**config.mk**
```make
export PLATFORM = sky130hd
export DESIGN_NAME = crc_word_serializer
export DESIGN_NICKNAME = d
export VERILOG_FILES = /design/src/rtl/crc_word_serializer.sv
export SDC_FILE = /design/constraint.sdc
export NUM_CORES = 1
export LEC_CHECK = 0
export ABC_CLOCK_PERIOD_IN_PS = 2100
export CELL_PAD_IN_SITES_DETAIL_PLACEMENT = 1
export CELL_PAD_IN_SITES_GLOBAL_PLACEMENT = 2
export CORE_AREA = 2 2 40 79
export DETAILED_ROUTE_END_ITERATION = 10
export DIE_AREA = 0 0 42 81
export PLACE_DENSITY = 0.78
export REMOVE_ABC_BUFFERS = 1
export SYNTH_ARGS = -nofsm -noshare
export SYNTH_HDL_FRONTEND = slang
export SYNTH_SLANG_ARGS = --single-unit
```
**constraint.sdc**
```tcl
create_clock -name i_sys_clk -period 2.1 [get_ports i_sys_clk]
set_input_delay 0.525 -clock i_sys_clk [delete_from_list [all_inputs] [get_ports i_sys_clk]]
set_output_delay 0.525 -clock i_sys_clk [all_outputs]
set_load 0.1 [all_outputs]
```
**src/rtl/crc_word_serializer.sv**
```systemverilog
// CRC5 word serializer: captures a finished CRC5, frames it as {preamble, token, crc}
// and shifts the 11-bit word out MSB first, one bit per bit-tick, then pulses done.
module crc_word_serializer #(
  parameter logic [1:0] PREAMBLE = 2'b01,
  parameter logic [3:0] TOKEN    = 4'b1100
) (
  input  logic       i_sys_clk,
  input  logic       i_sys_rst,
  input  logic [4:0] i_crc_value,
  input  logic       i_crc_valid,
  input  logic       i_bit_tick,
  input  logic       i_abort,
  output logic       o_ready,
  output logic       o_sdo,
  output logic       o_sdo_en,
  output logic       o_done
);

  localparam logic [3:0] LastBit = 4'd10;

  typedef enum logic [1:0] {StIdle, StShift, StDone} state_e;

  state_e      state_q;
  logic [3:0]  cnt_q;
  logic [10:0] word_q;
  logic [10:0] load_word;
  logic [3:0]  next_idx;

  always_comb begin
    load_word = {PREAMBLE, TOKEN, i_crc_value};
    // Bit presented after the current one retires; only used while cnt_q < LastBit.
    next_idx  = 4'd9 - cnt_q;
  end

  always_ff @(posedge i_sys_clk or posedge i_sys_rst) begin
    if (i_sys_rst) begin
      state_q  <= StIdle;
      cnt_q    <= 4'd0;
      word_q   <= 11'd0;
      o_ready  <= 1'b1;
      o_sdo    <= 1'b1;
      o_sdo_en <= 1'b0;
      o_done   <= 1'b0;
    end else begin
      o_done <= 1'b0;
      unique case (state_q)
        StIdle: begin
          if (i_crc_valid && !i_abort) begin
            state_q  <= StShift;
            word_q   <= load_word;
            cnt_q    <= 4'd0;
            o_ready  <= 1'b0;
            o_sdo_en <= 1'b1;
            o_sdo    <= load_word[10];
          end
        end
        StShift: begin
          if (i_abort) begin
            state_q  <= StIdle;
            cnt_q    <= 4'd0;
            word_q   <= 11'd0;
            o_ready  <= 1'b1;
            o_sdo_en <= 1'b0;
            o_sdo    <= 1'b1;
          end else if (i_bit_tick) begin
            if (cnt_q == LastBit) begin
              state_q  <= StDone;
              o_done   <= 1'b1;
              o_sdo_en <= 1'b0;
              o_sdo    <= 1'b1;
            end else begin
              cnt_q <= cnt_q + 4'd1;
              o_sdo <= word_q[next_idx];
            end
          end
        end
        StDone: begin
          // Abort here needs no special handling: the done pulse is already out.
          state_q  <= StIdle;
          cnt_q    <= 4'd0;
          o_ready  <= 1'b1;
          o_sdo_en <= 1'b0;
          o_sdo    <= 1'b1;
        end
        default: begin
          state_q  <= StIdle;
          cnt_q    <= 4'd0;
          o_ready  <= 1'b1;
          o_sdo_en <= 1'b0;
          o_sdo    <= 1'b1;
        end
      endcase
    end
  end

endmodule

```
==> summary.md, run 1 <==
| Metric | Value |
|---|---|
| Crit path buffers/inverters | 1 |
| Min-delay worst type | flip-flop to flip-flop |
| Proportion of layout cells with a drive suffix above 1 | 15.9% |
| Power per cell area | 752 nW/um^2 |
| Nets | 128 |
| Post-CTS setup buffers | 0 |
| # DRC | 0 |
| Setup Viol. Count Final | 0 |
| P&R area growth vs syn | 25.4% |
| CTS Hold Bufs | 0 |
| Post-Syn Area | 936 um^2 |
| DR vias/cell | 5.48 |
| Final Max Slew Viols | 0 |
| Count of state elements after synthesis | 16 |
| Max clock buf depth | 2 |
| Cell taking the most area after synthesis | dfrtp_1 |
| Cell class contributing the biggest share of worst-path delay | flip-flops |
| Syn Area/Cell | 9.55 um^2 |
| Met3 GRT Util | 2.00% |
| Peak VDD IR | 0.462 mV |
| CP Cell Sequence | inv_1, ha_1, nand2b_1, a211o_1, o211ai_1 |
| R2r setup slk | 0.49 ns |
| Largest net degree at the start of global routing | 19 |
| Remaining Overflow, GRT | 0 |
| Setup_tns | 0 ns |
| Die width | 42 um |
| Ant diodes | 0 |
| GRT Total Usage | 15.0% |
| Leak | 0.515 nW |
| Reg2reg start | cnt_q[1]$_DFFE_PP0P_ |
| Crit-path max FO | 9 |
| Final hold violations | 0 |
| Worst path slowest cell | dfrtp_1 |
| CP startpoint kind | flip-flop |
| Sink Count | 16 |
| Worst reg2reg path endpoint | o_sdo$_DFFE_PP1P_ |
| Highest clock rate | 0.623 GHz |
| Top-area cell type share of the netlist area | 37.4% |
| Fin crit share | 76.4% |
| First-pass GRT wire length | 3960 um |
| CTS clk-pin slew, worst paths | 0.07 ns |
| Ys Warns | 0 |
| Core Region | 2840 um^2 |
| Die height | 81 um |
| Final wirelength | 2280 um |
| RSZ-0062 raised after global routing | no |
| # rows | 28 |
| Setup Skew | 0.00358 ns |
| Sequential fraction of the synthesis area | 43.0% |
| GP Congestion | 0.729 |
| Worst-Skew Late Latency | 0.25 ns |
| Vias | 783 |
| GR Util met1 | 18.6% |
| Reg2reg path depth | 5 |
| Total of max-cap violations | 0 |
| WS Path Type | flip-flop to flip-flop |
| Req. time, crit path | 2.28 ns |
| Worst-Margin Slew | 0.526 ns |
| Io pins | 14 |
| Routing usage on met2 | 26.1% |
| Gate Count Post-Synth | 98 |
| Hold path cells | 2 |
| Number of H-tree levels | 1 |
| TritonRoute pass-1 iters | 2 |
| ANT nets after route | 0 |
| DR iter-0 viols | 12 |
| Die area | 3400 um^2 |
| Crit-path max cell delay | 0.53 ns |
| TritonCTS Buffers | 3 |
| Hpwl dp | 1710 um |
| Status | finished, final reports clean |
| Vias in the first global route | 850 |
| CP Capture Type | flip-flop |
| Worst slew margin | 64.9% |
| Final min period | 1.61 ns |
| CP arrival | 1.78 ns |
| Final instance area | 1170 um^2 |
| Top cells by area, synth | dfrtp_1, o21ai_0, dfstp_2 |
| PortBufs | 13 |
| Number of library cell types mapped by synthesis | 35 |
| Hold Startpoint | word_q[3]$_DFFE_PP0P_ |
| Initial antenna violation count | 0 |
| Cell chosen for the clock root | clkbuf_8 |
| Top Usage Layer GRT | met2 |
| Starting Density | 33.0% |
| Hold path endpoint | word_q[3]$_DFFE_PP0P_ |
| CTS tree | built |
| Routed WL per cell | 16.0 um |
| Placed Instance Area | 1120 um^2 |
| PostCTS Resize Cnt | 0 |
-- cells in the final DEF, fill, tap and decap left out, types with 2 or more instances in the layout --
master,netlist,routed
and3b_2,2,2
a21oi_1,4,4
a22oi_1,5,5
nor3_1,5,5
xor2_1,2,2
inv_1,7,7
o21ai_0,11,11
dfstp_2,2,2
clkbuf_8,0,4
buf_4,0,5
clkdlybuf4s50_1,0,9
nand2b_1,2,2
nand3_1,2,2
a211o_1,2,2
ha_1,4,4
buf_12,0,2
xnor2_1,2,2
nor2_1,5,5
dfrtp_1,14,14
nand2_1,7,7
-- worst max path at each step --
| stage | from | endpoint | cells after the start |
|---|---|---|---|
| CTS | cnt_q[1]$_DFFE_PP0P_ | o_sdo$_DFFE_PP1P_ | 5 |
| finish | cnt_q[1]$_DFFE_PP0P_ | o_sdo$_DFFE_PP1P_ | 5 |
| floorplan | o_sdo_en$_DFFE_PP0P_ | o_sdo_en | 0 |
| detailed placement | i_abort | o_sdo$_DFFE_PP1P_ | 5 |
| global placement | i_abort | o_sdo$_DFFE_PP1P_ | 5 |
| global route | cnt_q[1]$_DFFE_PP0P_ | o_sdo$_DFFE_PP1P_ | 5 |
-- report_power, final --
part,leakage [nW],internal [W],switching [W]
Combinational,0.283,0.0000911,0.000133
Clock,0.0288,0.000166,0.000112
Sequential,0.204,0.000342,0.0000384
-- sequential cells by signal (all words and copies together) (netlist names) --
signal / cells
word_q: 6
o_sdo: 1
o_ready: 1
cnt_q: 4
o_sdo_en: 1
state_q: 2
o_done: 1
-- cell usage after synthesis (all sizes together) --
cell type / n
nor3: 5
nor2: 6
clkbuf: 2
o21bai: 1
a32o: 1
dfstp: 2
o22ai: 1
nand2: 7
and3b: 3
nand3: 2
nor2b: 1
ha: 4
nand3b: 1
buf: 3
a22oi: 5
o21ai: 12
mux4: 1
o2111ai: 2
xor2: 2
a21o: 1
inv: 7
a21oi: 4
a311oi: 1
or2: 1
xnor2: 2
o211ai: 1
a211o: 2
mux2i: 1
dfrtp: 14
nand2b: 2
and2: 1
-- through the flow --
stage	setup slack, ns	total power [W]	utilization (%)	hold slack, ns	std cells
detailed placement	0.233	0.000613	39.4	0.506	139
global route	0.408	0.000930	41.4	0.548	143
CTS	0.475	0.000895	41.4	0.524	143
global placement	0.229	0.000612	39.4	0.484	139
finish	0.495	0.000883	41.4	0.516	143
floorplan	0.662	0.000520	-	0.437	93
-- worst min-delay path: cells and delay by family, from the launching register on --
kind            cells  cell delay, ns
compound gates      1            0.06
flops               1            0.37
simple gates        1            0.05
-- area by class of cell --
cell class	instances	area [um^2]
fill	337	1660
clock buffer	4	55.1
timing repair buffer	16	168
inverter	7	26.3
multi-input combinational	70	484
tap	30	37.5
sequential	16	403
-- logic make-up after synthesis --
logic type	after synthesis	share of synthesized area, %
DFF	16	43.0
xor gates and xnor gates	4	3.74
AOI/OAI and AO/OA	31	22.1
adders and majority gates	4	5.35
buffers and inverters	12	5.21
and+or+nand+nor	29	16.7
muxes	2	3.88
-- per-layer routing --
| layer | up-vias | share of wire (%) |
|---|---|---|
| li1 | 382 | - |
| met1 | 387 | 45 |
| met2 | 10 | 51 |
| met3 | 4 | 2.1 |
| met4 | 0 | 1.4 |
| met5 | - | 0 |
Note: power is estimated with default switching activity, not from simulation.
==> inputs of run 2 (changes only) <==
--- a/config.mk
+++ b/config.mk
@@ -5,13 +5,13 @@
 export SDC_FILE = /design/constraint.sdc
 export NUM_CORES = 1
 export LEC_CHECK = 0
-export ABC_CLOCK_PERIOD_IN_PS = 2100
+export ABC_CLOCK_PERIOD_IN_PS = 1650
 export CELL_PAD_IN_SITES_DETAIL_PLACEMENT = 1
 export CELL_PAD_IN_SITES_GLOBAL_PLACEMENT = 2
-export CORE_AREA = 2 2 40 79
+export CORE_AREA = 2 2 42 82
 export DETAILED_ROUTE_END_ITERATION = 10
-export DIE_AREA = 0 0 42 81
-export PLACE_DENSITY = 0.78
+export DIE_AREA = 0 0 44 84
+export PLACE_DENSITY = 0.72
 export REMOVE_ABC_BUFFERS = 1
 export SYNTH_ARGS = -nofsm -noshare
 export SYNTH_HDL_FRONTEND = slang
==> constraint.sdc (replaced) <==
create_clock -name i_sys_clk -period 1.65 [get_ports i_sys_clk]
set_input_delay 0.4125 -clock i_sys_clk [delete_from_list [all_inputs] [get_ports i_sys_clk]]
set_output_delay 0.4125 -clock i_sys_clk [all_outputs]
set_load 0.1 [all_outputs]
==> run 2 against run 1 <==
Global-route usage rose by 0.85 points. Worst setup slack got worse by 0.35 ns. First-iteration DRC count fell by 42%. Non-clock buffer count rose by 12. Flip-flop and latch count did not move. Combinational power rose by 49%.
==> summary.md, run 2 (same netlist as run 1, synthesis figures left out) <==
| Metric | Value |
|---|---|
| Status | finished, final reports clean |
| CTS tree | built |
| Worst-Skew Late Latency | 0.26 ns |
| Min-delay worst type | input port to asynchronous set/reset pin |
| Switching part of the total | 31.8% |
| Die width | 44 um |
| PostCTS Resize Cnt | 0 |
| Largest net degree at the start of global routing | 18 |
| Vias in the first global route | 921 |
| # rows | 29 |
| Vias | 804 |
| CTS clk-pin slew, worst paths | 0.07 ns |
| Routed WL per cell | 16.1 um |
| Proportion of layout cells with a drive suffix above 1 | 24.0% |
| CP Capture Type | flip-flop |
| Crit-path max FO | 5 |
| TritonCTS Buffers | 3 |
| Leak | 0.583 nW |
| Logic pwr share | 28.6% |
| Peak VDD IR | 0.415 mV |
| Total of max-cap violations | 0 |
| Final Max Slew Viols | 0 |
| Worst setup margin | 0.143 ns |
| Highest clock rate | 0.664 GHz |
| Number of H-tree levels | 1 |
| Setup Viol. Count Final | 0 |
| Initial antenna violation count | 0 |
| # DRC | 0 |
| Setup Skew | 0.00167 ns |
| Worst-Margin Slew | 0.310 ns |
| ANT nets after route | 0 |
| CP arrival | 1.69 ns |
| Sw Pwr | 0.000370 W |
| Power per cell area | 902 nW/um^2 |
| Biggest regs | word_q (6), cnt_q (4), state_q (2) |
| Io pins | 14 |
| Core Region | 3120 um^2 |
| RSZ-0062 raised after global routing | no |
| Ant diodes | 0 |
| P&R area growth vs syn | 37.8% |
| GRT Total Usage | 15.9% |
| Die height | 84 um |
| CP Cell Sequence | inv_1, ha_1, nand2b_1, a211o_1, o211ai_1 |
| DR vias/cell | 5.15 |
| Sequential Power Share | 40.5% |
| Fill cell count | 355 |
| Die area | 3700 um^2 |
| Max clock buf depth | 2 |
| Starting Density | 30.0% |
| Worst slew margin | 79.2% |
| Most frequent cells in the layout | buf_4, dfrtp_1, o21ai_0 |
| Post-CTS setup buffers | 0 |
| Largest register FFs | 6 |
| Worst slack, placed | -0.0867 ns |
| Hpwl dp | 2040 um |
| GP Congestion | 0.763 |
| CP startpoint kind | flip-flop |
| TritonRoute pass-1 iters | 2 |
| Fin crit share | 91.3% |
| WS Path Type | flip-flop to flip-flop |
| Clock share of power | 30.9% |
| Remaining Overflow, GRT | 0 |
| CTS Hold Bufs | 0 |
| DR iter-0 viols | 7 |
| Register with the most flip-flops | word_q |
| Detail Route met2 WL | 1480 um |
| Nets | 140 |
| First-pass GRT wire length | 4370 um |
| Final Total Pwr | 0.00116 W |
| Met1 WL | 929 um |
| Req. time, crit path | 1.83 ns |
| Top layer in use | met4 |
| Final wirelength | 2510 um |
| Final hold violations | 0 |
| PortBufs | 13 |
| Worst path slowest cell | dfrtp_1 |
| Crit-path max cell delay | 0.46 ns |
| Most common cell after layout, fill and taps aside | buf_4 |
| Cell chosen for the clock root | clkbuf_8 |
| Sink Count | 16 |
| Final min period | 1.51 ns |
| WL met3 | 57 um |
| Power Internal | 0.000793 W |
-- run 2: worst max-delay path, delay by kind of cell (launching register included) --
kind / cells / cell delay, ns
buf+inv: 1 / 0.11
simple gates: 1 / 0.15
compound gates: 2 / 0.40
flops: 1 / 0.46
fa+ha+maj: 1 / 0.33
-- run 2: worst paths after layout --
kind | from | end | slack [ns] | cells after the start
min in group i_sys_clk | word_q[0]$_DFFE_PP0P_ | word_q[0]$_DFFE_PP0P_ | 0.52 | 2
setup / recovery | cnt_q[1]$_DFFE_PP0P_ | o_sdo$_DFFE_PP1P_ | 0.14 | 5
setup reg to reg | cnt_q[1]$_DFFE_PP0P_ | o_sdo$_DFFE_PP1P_ | 0.14 | 5
hold / removal | i_sys_rst | state_q[1]$_DFFE_PP0P_ | 0.46 | 3
hold reg to reg | word_q[0]$_DFFE_PP0P_ | word_q[0]$_DFFE_PP0P_ | 0.52 | 2
max in group asynchronous | i_sys_rst | o_ready$_DFFE_PP1P_ | 0.94 | 3
-- run 2: power by group through the flow --
stage / Combinational, W / Sequential (W) / Clock, W
after global placement: 0.000333 / 0.000477 / 0
after floorplan: 0.0000965 / 0.000565 / 0
final: 0.000333 / 0.000471 / 0.000359
after CTS: 0.000338 / 0.000471 / 0.000366
after global routing: 0.000361 / 0.000476 / 0.000384
after detailed placement: 0.000337 / 0.000479 / 0
-- run 2: per-layer routing --
metal / vias up / GRT usage, %
li1: 404 / -
met1: 385 / 15.8
met2: 11 / 30.2
met3: 4 / 2.16
met4: 0 / 6.61
met5: - / 0
-- run 2: per-stage QoR --
stage | std cells | TNS, ns | hold WS, ns | cell area, um^2 | utilization [%]
floorplan | 93 | 0 | 0.325 | 913 | -
global placement | 152 | -0.252 | 0.489 | 1230 | 39.6
detailed placement | 152 | -0.638 | 0.504 | 1230 | 39.6
CTS | 156 | 0 | 0.472 | 1290 | 41.3
global route | 156 | 0 | 0.516 | 1290 | 41.3
finish | 156 | 0 | 0.462 | 1290 | 41.3
-- run 2: area by class of cell --
cell class / count / area, um^2 / share of cell area, %
multi-input cells: 70 / 484 / 37.5
repair buffers: 28 / 283 / 21.9
clock buffers: 4 / 55.1 / 4.27
flip-flops and latches: 16 / 403 / 31.2
well taps: 31 / 38.8 / 3.01
inverters: 7 / 26.3 / 2.04
==> inputs of run 3 (changes only) <==
--- a/config.mk
+++ b/config.mk
@@ -5,7 +5,8 @@
 export SDC_FILE = /design/constraint.sdc
 export NUM_CORES = 1
 export LEC_CHECK = 0
-export ABC_CLOCK_PERIOD_IN_PS = 1650
+export ABC_CLOCK_PERIOD_IN_PS = 1680
+export CAP_MARGIN = 20
 export CELL_PAD_IN_SITES_DETAIL_PLACEMENT = 1
 export CELL_PAD_IN_SITES_GLOBAL_PLACEMENT = 2
 export CORE_AREA = 2 2 42 82
==> constraint.sdc (replaced) <==
create_clock -name i_sys_clk -period 1.68 [get_ports i_sys_clk]
set_input_delay 0.42 -clock i_sys_clk [delete_from_list [all_inputs] [get_ports i_sys_clk]]
set_output_delay 0.42 -clock i_sys_clk [all_outputs]
set_load 0.1 [all_outputs]
==> run 3 against run 2 <==
Non-clock buffer count shrank 1. Final area is 0.58% lower. Final cell count decreased by 0.64%. First-iteration DRC count increased by 71%. Largest power group unchanged. Critical endpoint unchanged. Clock skew rose by 0.00096 ns. Register-to-register slack gained 0.04 ns. Total power fell by 1.8%. Worst hold slack improved by 0.0049 ns. Global-route usage grew 0.14 points. Sequential power shrank 1%. Clock-buffer cell count stayed put.
==> summary.md, run 3 (same netlist as run 1, synthesis figures left out) <==
| Metric | Value |
|---|---|
| Largest net degree at the start of global routing | 17 |
| Post-CTS setup buffers | 0 |
| Crit path depth | 5 |
| CP arrival | 1.68 ns |
| First-pass GRT wire length | 4380 um |
| Sink Count | 16 |
| R2r setup slk | 0.18 ns |
| Final instance area | 1280 um^2 |
| Fin crit share | 89.1% |
| Cell class contributing the biggest share of worst-path delay | flip-flops |
| Io pins | 14 |
| Power per cell area | 890 nW/um^2 |
| Die area | 3700 um^2 |
| Worst slew margin | 78.1% |
| CTS tree | built |
| Proportion of layout cells with a drive suffix above 1 | 23.4% |
| GRT Total Usage | 16.0% |
| PortBufs | 13 |
| Routed WL per cell | 16.1 um |
| CP startpoint kind | flip-flop |
| Max clock buf depth | 2 |
| Core Region | 3120 um^2 |
| Total of max-cap violations | 0 |
| PostCTS Resize Cnt | 0 |
| Largest register FFs | 6 |
| RSZ-0062 raised after global routing | no |
| TritonCTS Buffers | 3 |
| Setup Skew | 0.00263 ns |
| Hpwl dp | 2020 um |
| Worst reg2reg path endpoint | o_sdo$_DFFE_PP1P_ |
| Min-delay worst type | input port to asynchronous set/reset pin |
| Worst-Skew Late Latency | 0.26 ns |
| Reg2reg start | cnt_q[1]$_DFFE_PP0P_ |
| Final Max Slew Viols | 0 |
| Final wirelength | 2490 um |
| Worst path slowest cell | dfrtp_1 |
| Die height | 84 um |
| Initial antenna violation count | 0 |
| DR iter-0 viols | 12 |
| Status | finished, final reports clean |
| Peak VDD IR | 0.500 mV |
| Highest clock rate | 0.668 GHz |
| Vias in the first global route | 931 |
| Worst-Margin Slew | 0.326 ns |
| Crit path buffers/inverters | 1 |
| GP Congestion | 0.763 |
| Leak | 0.578 nW |
| Cell chosen for the clock root | clkbuf_8 |
| CTS clk-pin slew, worst paths | 0.07 ns |
| CP startpoint | cnt_q[1]$_DFFE_PP0P_ |
| # DRC | 0 |
| CP Capture Point | o_sdo$_DFFE_PP1P_ |
| P&R area growth vs syn | 37.0% |
| CTS Hold Bufs | 0 |
| ANT nets after route | 0 |
| Reg2reg path depth | 5 |
| Setup Viol. Count Final | 0 |
| Setup_tns | 0 ns |
| DR vias/cell | 5.34 |
| Final min period | 1.50 ns |
| Hold Slack | 0.467 ns |
| CP Cell Sequence | inv_1, ha_1, nand2b_1, a211o_1, o211ai_1 |
| CP Capture Type | flip-flop |
| Most frequent cells in the layout | dfrtp_1, buf_4, o21ai_0 |
| Req. time, crit path | 1.86 ns |
| Vias | 828 |
| Ant diodes | 0 |
| Crit-path max cell delay | 0.46 ns |
| Register with the most flip-flops | word_q |
| Finished Layout Cells | 155 |
| Biggest regs | word_q (6), cnt_q (4), state_q (2) |
| Placed Instance Area | 1230 um^2 |
| Worst slack, placed | -0.0347 ns |
| Nets | 139 |
| TritonRoute pass-1 iters | 3 |
| Remaining Overflow, GRT | 0 |
| Number of H-tree levels | 1 |
| # rows | 29 |
| Final hold violations | 0 |
| Starting Density | 30.0% |
| Worst setup margin | 0.183 ns |
| Crit-path max FO | 5 |
| WS Path Type | flip-flop to flip-flop |
| Die width | 44 um |
| Placed cells | 151 |
run 3: metal layers:
layer,global-route usage (%),wire length [um],vias to the layer above
met2,28.2,1430,11
li1,-,-,401
met4,7.44,59,0
met3,2.60,42,5
met5,0,0,-
met1,17.6,956,411
run 3: layout make-up:
type / instances / area (um^2)
well taps: 31 / 38.8
clock buffers: 4 / 55.1
multi-input cells: 70 / 484
repair buffers: 27 / 275
fillers: 368 / 1840
flip-flops and latches: 16 / 403
inverters: 7 / 26.3
run 3: tightest hold or removal path, cell delays in order:
cell,delay [ns]
clkdlybuf4s50_1,0.39
inv_1,0.05
buf_4,0.23
run 3: through the flow:
| step | util [%] | power, W |
|---|---|---|
| CTS | 41.1 | 0.00116 |
| detailed placement | 39.3 | 0.000803 |
| floorplan | - | 0.000650 |
| finish | 41.1 | 0.00114 |
| global route | 41.1 | 0.00120 |
| global placement | 39.3 | 0.000797 |
run 3: how the worst min path moves through the flow:
stage	start	to	cells after the start
final	i_sys_rst	cnt_q[0]$_DFFE_PP0P_	3
after floorplan	i_sys_rst	cnt_q[0]$_DFFE_PP0P_	1
after CTS	i_sys_rst	cnt_q[1]$_DFFE_PP0P_	3
after global routing	i_sys_rst	cnt_q[0]$_DFFE_PP0P_	3
after global placement	word_q[0]$_DFFE_PP0P_	word_q[0]$_DFFE_PP0P_	2
after detailed placement	word_q[1]$_DFFE_PP0P_	word_q[1]$_DFFE_PP0P_	2
run 3: where the power goes:
group / total (W) / switching, W / internal (W)
logic: 0.000328 / 0.000186 / 0.000142
registers: 0.000464 / 0.0000354 / 0.000428
clock network: 0.000350 / 0.000142 / 0.000208
total: 0.00114 / 0.000363 / 0.000779
